## config.mk

```make
export PLATFORM = sky130hd
export DESIGN_NAME = pid_pwm_out
export DESIGN_NICKNAME = d
export VERILOG_FILES = /design/src/rtl/pid_pkg.sv /design/src/rtl/pwm_hbridge_gen.sv /design/src/rtl/pid_pwm_out.sv
export SDC_FILE = /design/constraint.sdc
export NUM_CORES = 1
export LEC_CHECK = 0
export ABC_CLOCK_PERIOD_IN_PS = 2800
export BUFFER_PORTS_ARGS = -buffer_cell sky130_fd_sc_hd__buf_4
export CELL_PAD_IN_SITES_DETAIL_PLACEMENT = 2
export CELL_PAD_IN_SITES_GLOBAL_PLACEMENT = 2
export CORE_MARGIN = 1
export CORE_UTILIZATION = 31
export DETAILED_ROUTE_END_ITERATION = 16
export PLACE_DENSITY = 0.8
export SLEW_MARGIN = 20
export SYNTH_ARGS = -nofsm -noshare
export SYNTH_HDL_FRONTEND = slang
export SYNTH_SLANG_ARGS = --single-unit
```

## constraint.sdc

```tcl
create_clock -name clk -period 2.8 [get_ports clk]
set_input_delay 0.28 -clock clk [delete_from_list [all_inputs] [get_ports clk]]
set_output_delay 0.28 -clock clk [all_outputs]
set_load 0.05 [all_outputs]
```

## src/rtl/pid_pkg.sv

```systemverilog
// Shared constants, FSM state type and the sum-to-duty conversion for the servo PID output stage.
package pid_pkg;

    localparam int TERM_W     = 19;
    localparam int ACC_W      = TERM_W + 2;
    localparam int UMAX       = 65535;
    localparam int SHIFT      = 6;
    localparam int DUTY_W     = 10;
    localparam int PWM_PERIOD = 1000;

    typedef enum logic {
        RUN = 1'b0,
        GAP = 1'b1
    } pwm_state_e;

    typedef struct packed {
        logic [DUTY_W-1:0] duty;
        logic              dir;
        logic              sat;
    } duty_cmd_t;

    // |sum| clamped to UMAX, scaled down to counts and limited to a full period.
    function automatic duty_cmd_t sum_to_cmd(input logic signed [ACC_W-1:0] sum);
        logic [ACC_W-1:0] mag;
        logic [ACC_W-1:0] counts;
        duty_cmd_t        cmd;
        cmd.dir = sum[ACC_W-1];
        mag     = cmd.dir ? (~sum + ACC_W'(1)) : sum;
        if (mag > ACC_W'(UMAX)) begin
            mag     = ACC_W'(UMAX);
            cmd.sat = 1'b1;
        end else begin
            cmd.sat = 1'b0;
        end
        counts = mag >> SHIFT;
        if (counts > ACC_W'(PWM_PERIOD)) begin
            counts = ACC_W'(PWM_PERIOD);
        end
        cmd.duty = counts[DUTY_W-1:0];
        return cmd;
    endfunction

endpackage

```

## src/rtl/pwm_hbridge_gen.sv

```systemverilog
// H-bridge PWM generator: free-running period counter, boundary strobe and registered leg compare.
module pwm_hbridge_gen
    import pid_pkg::*;
(
    input  logic              clk,
    input  logic              rst,
    input  logic [DUTY_W-1:0] duty_act,
    input  logic              dir_act,
    input  logic              gap_en,
    output logic              bnd,
    output logic              pwm_a,
    output logic              pwm_b
);

    logic [DUTY_W-1:0] cnt_reg;
    logic              on_time;

    assign bnd = (cnt_reg == DUTY_W'(PWM_PERIOD - 1));

    always_ff @(posedge clk) begin
        if (rst) begin
            cnt_reg <= '0;
        end else if (bnd) begin
            cnt_reg <= '0;
        end else begin
            cnt_reg <= cnt_reg + DUTY_W'(1);
        end
    end

    // duty 0 never satisfies the compare, duty PWM_PERIOD always does.
    assign on_time = !gap_en && (cnt_reg < duty_act);

    // Leg 0 drives forward (dir 0), leg 1 reverse; only the leg matching dir_act can be high.
    generate
        for (genvar gi = 0; gi < 2; gi++) begin : g_leg
            logic leg_reg;
            always_ff @(posedge clk) begin
                if (rst) begin
                    leg_reg <= 1'b0;
                end else begin
                    leg_reg <= on_time && (dir_act == 1'(gi));
                end
            end
        end
    endgenerate

    assign pwm_a = g_leg[0].leg_reg;
    assign pwm_b = g_leg[1].leg_reg;

endmodule

```

## src/rtl/pid_pwm_out.sv

```systemverilog
// PID output stage: u = pk + ik - dk, saturate/scale to duty, double-buffer and apply at PWM
// period boundaries, inserting one forced-off period whenever the drive direction reverses.
module pid_pwm_out
    import pid_pkg::*;
(
    input  logic              clk,
    input  logic              rst,
    input  logic              in_valid,
    input  logic [TERM_W-1:0] pk,
    input  logic [TERM_W-1:0] ik,
    input  logic [TERM_W-1:0] dk,
    output logic              pwm_a,
    output logic              pwm_b,
    output logic              sat,
    output logic              upd_done,
    output logic [DUTY_W-1:0] duty_act
);

    logic signed [ACC_W-1:0] sum_reg;
    logic                    sum_vld_reg;
    duty_cmd_t               cmd;

    logic [DUTY_W-1:0] shadow_duty_reg;
    logic              shadow_dir_reg;
    logic              pending_reg;
    logic              sat_reg;

    pwm_state_e        state_reg, state_next;
    logic [DUTY_W-1:0] duty_act_reg, duty_act_next;
    logic              dir_act_reg, dir_act_next;
    logic              upd_done_reg;
    logic              load;
    logic              bnd;

    // Stage 1: sign-extended sum; two guard bits make overflow impossible.
    always_ff @(posedge clk) begin
        if (rst) begin
            sum_vld_reg <= 1'b0;
            sum_reg     <= '0;
        end else begin
            sum_vld_reg <= in_valid;
            if (in_valid) begin
                sum_reg <= {{2{pk[TERM_W-1]}}, pk}
                         + {{2{ik[TERM_W-1]}}, ik}
                         - {{2{dk[TERM_W-1]}}, dk};
            end
        end
    end

    assign cmd = sum_to_cmd(sum_reg);

    // Stage 2: shadow write. A write on a boundary edge keeps pending set, so the new value
    // waits for the following boundary while the boundary itself saw the old shadow.
    always_ff @(posedge clk) begin
        if (rst) begin
            shadow_duty_reg <= '0;
            shadow_dir_reg  <= 1'b0;
            sat_reg         <= 1'b0;
            pending_reg     <= 1'b0;
        end else begin
            if (sum_vld_reg) begin
                shadow_duty_reg <= cmd.duty;
                shadow_dir_reg  <= cmd.dir;
                sat_reg         <= cmd.sat;
                pending_reg     <= 1'b1;
            end else if (load) begin
                pending_reg     <= 1'b0;
            end
        end
    end

    always_comb begin
        state_next    = state_reg;
        duty_act_next = duty_act_reg;
        dir_act_next  = dir_act_reg;
        load          = 1'b0;
        if (bnd) begin
            case (state_reg)
                RUN: begin
                    if (pending_reg) begin
                        if ((shadow_dir_reg == dir_act_reg) || (duty_act_reg == '0)) begin
                            load = 1'b1;
                        end else begin
                            duty_act_next = '0;
                            state_next    = GAP;
                        end
                    end
                end
                GAP: begin
                    load       = 1'b1;
                    state_next = RUN;
                end
                default: state_next = RUN;
            endcase
        end
        if (load) begin
            duty_act_next = shadow_duty_reg;
            dir_act_next  = shadow_dir_reg;
        end
    end

    always_ff @(posedge clk) begin
        if (rst) begin
            state_reg    <= RUN;
            duty_act_reg <= '0;
            dir_act_reg  <= 1'b0;
            upd_done_reg <= 1'b0;
        end else begin
            state_reg    <= state_next;
            duty_act_reg <= duty_act_next;
            dir_act_reg  <= dir_act_next;
            upd_done_reg <= load;
        end
    end

    pwm_hbridge_gen u_pwm (
        .clk      (clk),
        .rst      (rst),
        .duty_act (duty_act_reg),
        .dir_act  (dir_act_reg),
        .gap_en   (state_reg == GAP),
        .bnd      (bnd),
        .pwm_a    (pwm_a),
        .pwm_b    (pwm_b)
    );

    assign sat      = sat_reg;
    assign upd_done = upd_done_reg;
    assign duty_act = duty_act_reg;

endmodule
```

# Yosys cells after proc, flatten, opt, wreduce, memory -nomap -nowiden
# Cells that the tools add are included.
# classes
bitwise_logic	3
order_cmp	3
n_mux	18
n_eq_ne	4
reduce_logical	11
addsub	4
# op_table
op	n
10-bit 2-to-1 mux	6
21-bit 2-to-1 mux	2
21-bit by 2-bit adder with 21-bit output, second input constant	1
21-bit by 16-bit > comparator with 1-bit output, second input constant	1
21-bit inverter	1
20-bit by 19-bit subtractor with 21-bit output	1
19-bit by 19-bit adder with 20-bit output	1
15-bit by 10-bit > comparator with 1-bit output, second input constant	1
10-bit by 1-bit adder with 10-bit output, second input constant	1
10-bit equality test, second input constant	1
10-bit zero test	1
10-bit less-than comparator	1
1-bit 2-to-1 mux	8
2-bit nonzero test	3
1-bit case mux with 2 select lines	2
4-bit AND reduction	1
1-bit logical AND	3
2-bit by 1-bit inequality test with 1-bit output, second input constant	1
2-bit inequality test, second input constant	1
1-bit inverter	2
2-bit OR reduction	1
1-bit equality test	1
1-bit zero test	1
1-bit logical OR	1
# word_totals
ff_bits	60
output_inout_bits	14

# Longest topological paths before layout
# depth
word_depth	8
depth_mapped	13

# Hierarchy
# Synthesis repeated with hierarchy kept, for this count alone.
# unflattened
cells_unflattened	532
area_unflattened_um2	4364.2
# modules_own_cells
module	seq_area_each_um2	n_inst	area_each_um2	cells_per_inst
pid_pwm_out	960.9	1	3657.3	449
pwm_hbridge_gen	240.2	1	706.9	83

# Worst setup path after synthesis
# No wires, ideal clock.
# synth_path
kind	input to register
from	in pk[2]
to	reg sum_reg[20]
t_required_ps	2722
arrival_time_ps	2710
slack_ps	12
path_stages	11
cell_sequence	inv_1 fa_1 inv_1 ha_1 nor2b_1 o31ai_1 a21oi_1 and3_1 o41a_1 o2111a_1 nor3_1
# synth_between
elab_chain_len	2
# synth_rtl
element	line_no	source
start, declared	pid_pwm_out.sv:9	input logic [TERM_W-1:0] pk,
19-bit by 19-bit adder with 20-bit output	pid_pwm_out.sv:44	+ {{2{ik[TERM_W-1]}}, ik}
20-bit by 19-bit subtractor with 21-bit output	pid_pwm_out.sv:45	- {{2{dk[TERM_W-1]}}, dk};
end signal, assigned	pid_pwm_out.sv:43	sum_reg <= {{2{pk[TERM_W-1]}}, pk}
end, declared	pid_pwm_out.sv:19	logic signed [ACC_W-1:0] sum_reg;
# Every way passes these cells.
# A chain may end at the register's enable or synchronous reset.

# Final worst setup path
# layout_path
from	in pk[5]
to	reg sum_reg[20]
# The elaborated chain is that of the path after synthesis.

==> summary.md <==
| Metric | Value |
|---|---|
| Status | finished, final reports clean |
| Pwr dens | 630 nW/um^2 |
| Dpl cells | 786 |
| GRT met1 Usage | 19.5% |
| Max_slew headroom | 56.8% |
| Maximum VDD drop | 0.000243 V |
| First-pass GRT wire length | 21.7 mm |
| Antenna Cells | 0 |
| Initial core utilization | 31.8% |
| Max reg flops | 21 |
| # hold bufs at CTS | 0 |
| Num Clock Sinks | 60 |
| FFs w/ async S/R, synth | 0% |
| Final wirelength | 12.8 mm |
| Final ANT Viol Nets | 0 |
| Ys Warns | 0 |
| Worst setup margin | 152 ps |
| Layout Cells excl Fill | 802 |
| TritonCTS buffer count | 9 |
| DP HPWL | 9.96 mm |
| Netlist cell types | 59 |
| Fraction of layout cells with a size suffix above 1 | 20.4% |
| Final Hold Viols | 0 |
| Vias in the first global route | 4615 |
| CTS tree | done |
| Hold slack | 326 ps |
| Final Cycle Share | 94.6% |
| Place WS | -314 ps |
| Max Fanout on Critical Path | 3 |
| TNS Setup | 0 ps |
| Nets@finish | 728 |
| DIE WIDTH | 121 um |
| Worst Tran Pin Value | 646 ps |
| Vias per inst | 5.12 |
| Clock root buffer | clkbuf_16 |
| Sequential share of the synthesized area | 27.2% |
| Critical Path End Type | flip-flop |
| Worst EP required | 3050 ps |
| Final instance area | 5670 sq um |
| DR vias | 4107 |
| Post-CTS setup repair buffer count | 0 |
| Max cap viols | 0 |
| Post-cts resize count | 0 |
| Number of enable flip-flop cells after synthesis | 0 |
| Top-Level Pins | 74 |
| Synthesized Nets | 637 |
| Layout Skew | 6.70 ps |
| Busiest grt layer | met2 |
| Crit path max-delay cell type | fa_1 |
| Die footprint | 14700 sq um |
| Met2 Use GR | 36.4% |
| Final Core Density | 40.8% |
| Largest net degree at the start of global routing | 49 |
| Gr usage total | 18.4% |
| Fin. max-slew vios | 0 |
| GPL Wtd Cong | 0.827 |
| PnR Total Power | 3.57 mW |
| Post-synthesis cell count | 526 |
| Worst hold path type | primary input to flip-flop |
| TritonRoute pass-1 iters | 4 |
| Antenna violations before repair | 0 |
| Unrepaired setup endpoints after global routing | no |
| Static leakage | 2.63 nW |
| Fill cell count | 1575 |
| Placed Area | 5300 sq um |
| Area Growth Syn to Fin | 28.4% |
| Finish-stage setup viols | 0 |
| Avg Synthesized Cell Area | 8.39 sq um |
| DR iter-0 viols | 145 |
| Ys flop type | dfxtp_1 |
| Startpoint Class | primary input |
| Core area | 13900 sq um |
| Min Tclk post-route | 2650 ps |
| Per-cell routed wire length | 16.0 um |
| Worst path cell trace | buf_4 -> inv_1 -> fa_1 -> inv_1 -> ha_1 -> or3_1 -> a21oi_1 -> a21oi_1 -> and3_1 -> o41a_1 -> o2111a_1 -> nor3_1 |
| Achievable frequency | 378 MHz |
| Overflow after GRT | 0 |
| Synthesized flop and latch total | 60 |
| H-tree depth | 3 |
| Crit Path Category | primary input to flip-flop |
| Die H | 121 um |
| Met3 usage | 1.97% |
| Largest stage delay, worst path | 530 ps |
| Post-Syn Area | 4420 sq um |
| # DRC | 0 |
| Clk_lat worst skew | 330 ps |
| CTS Buffer Depth | 2 |
| PortBufs | 73 |
| Worst endpoint data arrival time | 2900 ps |
| CTS clk-pin slew, worst paths | 50 ps |
| Row count | 43 |
power by group:
group | switching [mW] | total (mW) | internal, mW
Sequential | 0.125 | 1.06 | 0.935
Clock | 0.396 | 1.29 | 0.893
Combinational | 0.657 | 1.22 | 0.567
Total | 1.18 | 3.57 | 2.39
logic make-up (layout without fill, tap and decap cells):
group	after synthesis	after routing	share of synthesized area, %
and+or+nand+nor	148	148	17.5
adders and majority gates	51	51	17.7
DFF	60	60	27.2
muxes	17	17	3.91
buffers and inverters	107	203	9.18
xor gates and xnor gates	31	31	6.15
AOI/OAI and AO/OA	112	112	18.4
critical path: cells and delay by family:
family	cells	cell delay, ps
buffers and inverters	3	160
AND/OR/NAND/NOR	3	680
AO/OA/AOI/OAI	4	950
adder cells (fa/ha/maj)	2	820
routing by layer:
metal  share of wire, %  vias up
met3                2.3       23
met5                  0        -
met2                 56       77
met1                 40     2014
li1                   -     1993
met4                2.2        0
cell usage in the layout (no fill, tap or decap), drive strengths merged, types with 7 or more instances in the layout:
cell    instances
o21ai          14
nor2           51
nor4            9
xor2           18
a22o           10
ha             32
mux2i          15
inv            91
buf            96
and3            7
or3             7
xnor2          13
a21oi          26
nor3            8
dfxtp          60
clkbuf         10
a211oi         11
nand2b         15
fa             19
nand3           9
nand2          22
worst paths after layout:
| check | start | endpoint | slack, ps | depth (start not counted) |
|---|---|---|---|---|
| hold reg to reg | shadow_duty_reg[2] | duty_act[2] | 460 | 1 |
| setup reg to reg | sum_reg[6] | shadow_duty_reg[1] | 190 | 6 |
| setup / recovery | pk[5] | sum_reg[20] | 150 | 12 |
| hold / removal | pk[0] | sum_reg[0] | 330 | 4 |
synthesized netlist by cell type (10+ instances only):
master    count  area (sq um)
xnor2_1      13           114
inv_1        91           342
dfxtp_1      60          1200
ha_1         32           400
fa_1         19           380
xor2_1       18           158
nand2_1      22          82.6
a22o_1       10          87.6
nand2b_1     15          93.8
mux2i_1      15           150
a211oi_1     11          82.6
a21oi_1      26           130
nor2_1       51           191
layout make-up:
type | instances | area (sq um) | share of cell area (%)
inverter | 91 | 342 | 6.03
tap | 180 | 225 | 3.97
clock inverter | 6 | 111 | 1.96
timing repair buffer | 96 | 721 | 12.7
clock buffer | 10 | 239 | 4.22
multi-input combinational | 359 | 2830 | 49.9
sequential | 60 | 1200 | 21.2
(Power assumes the default switching activity.)
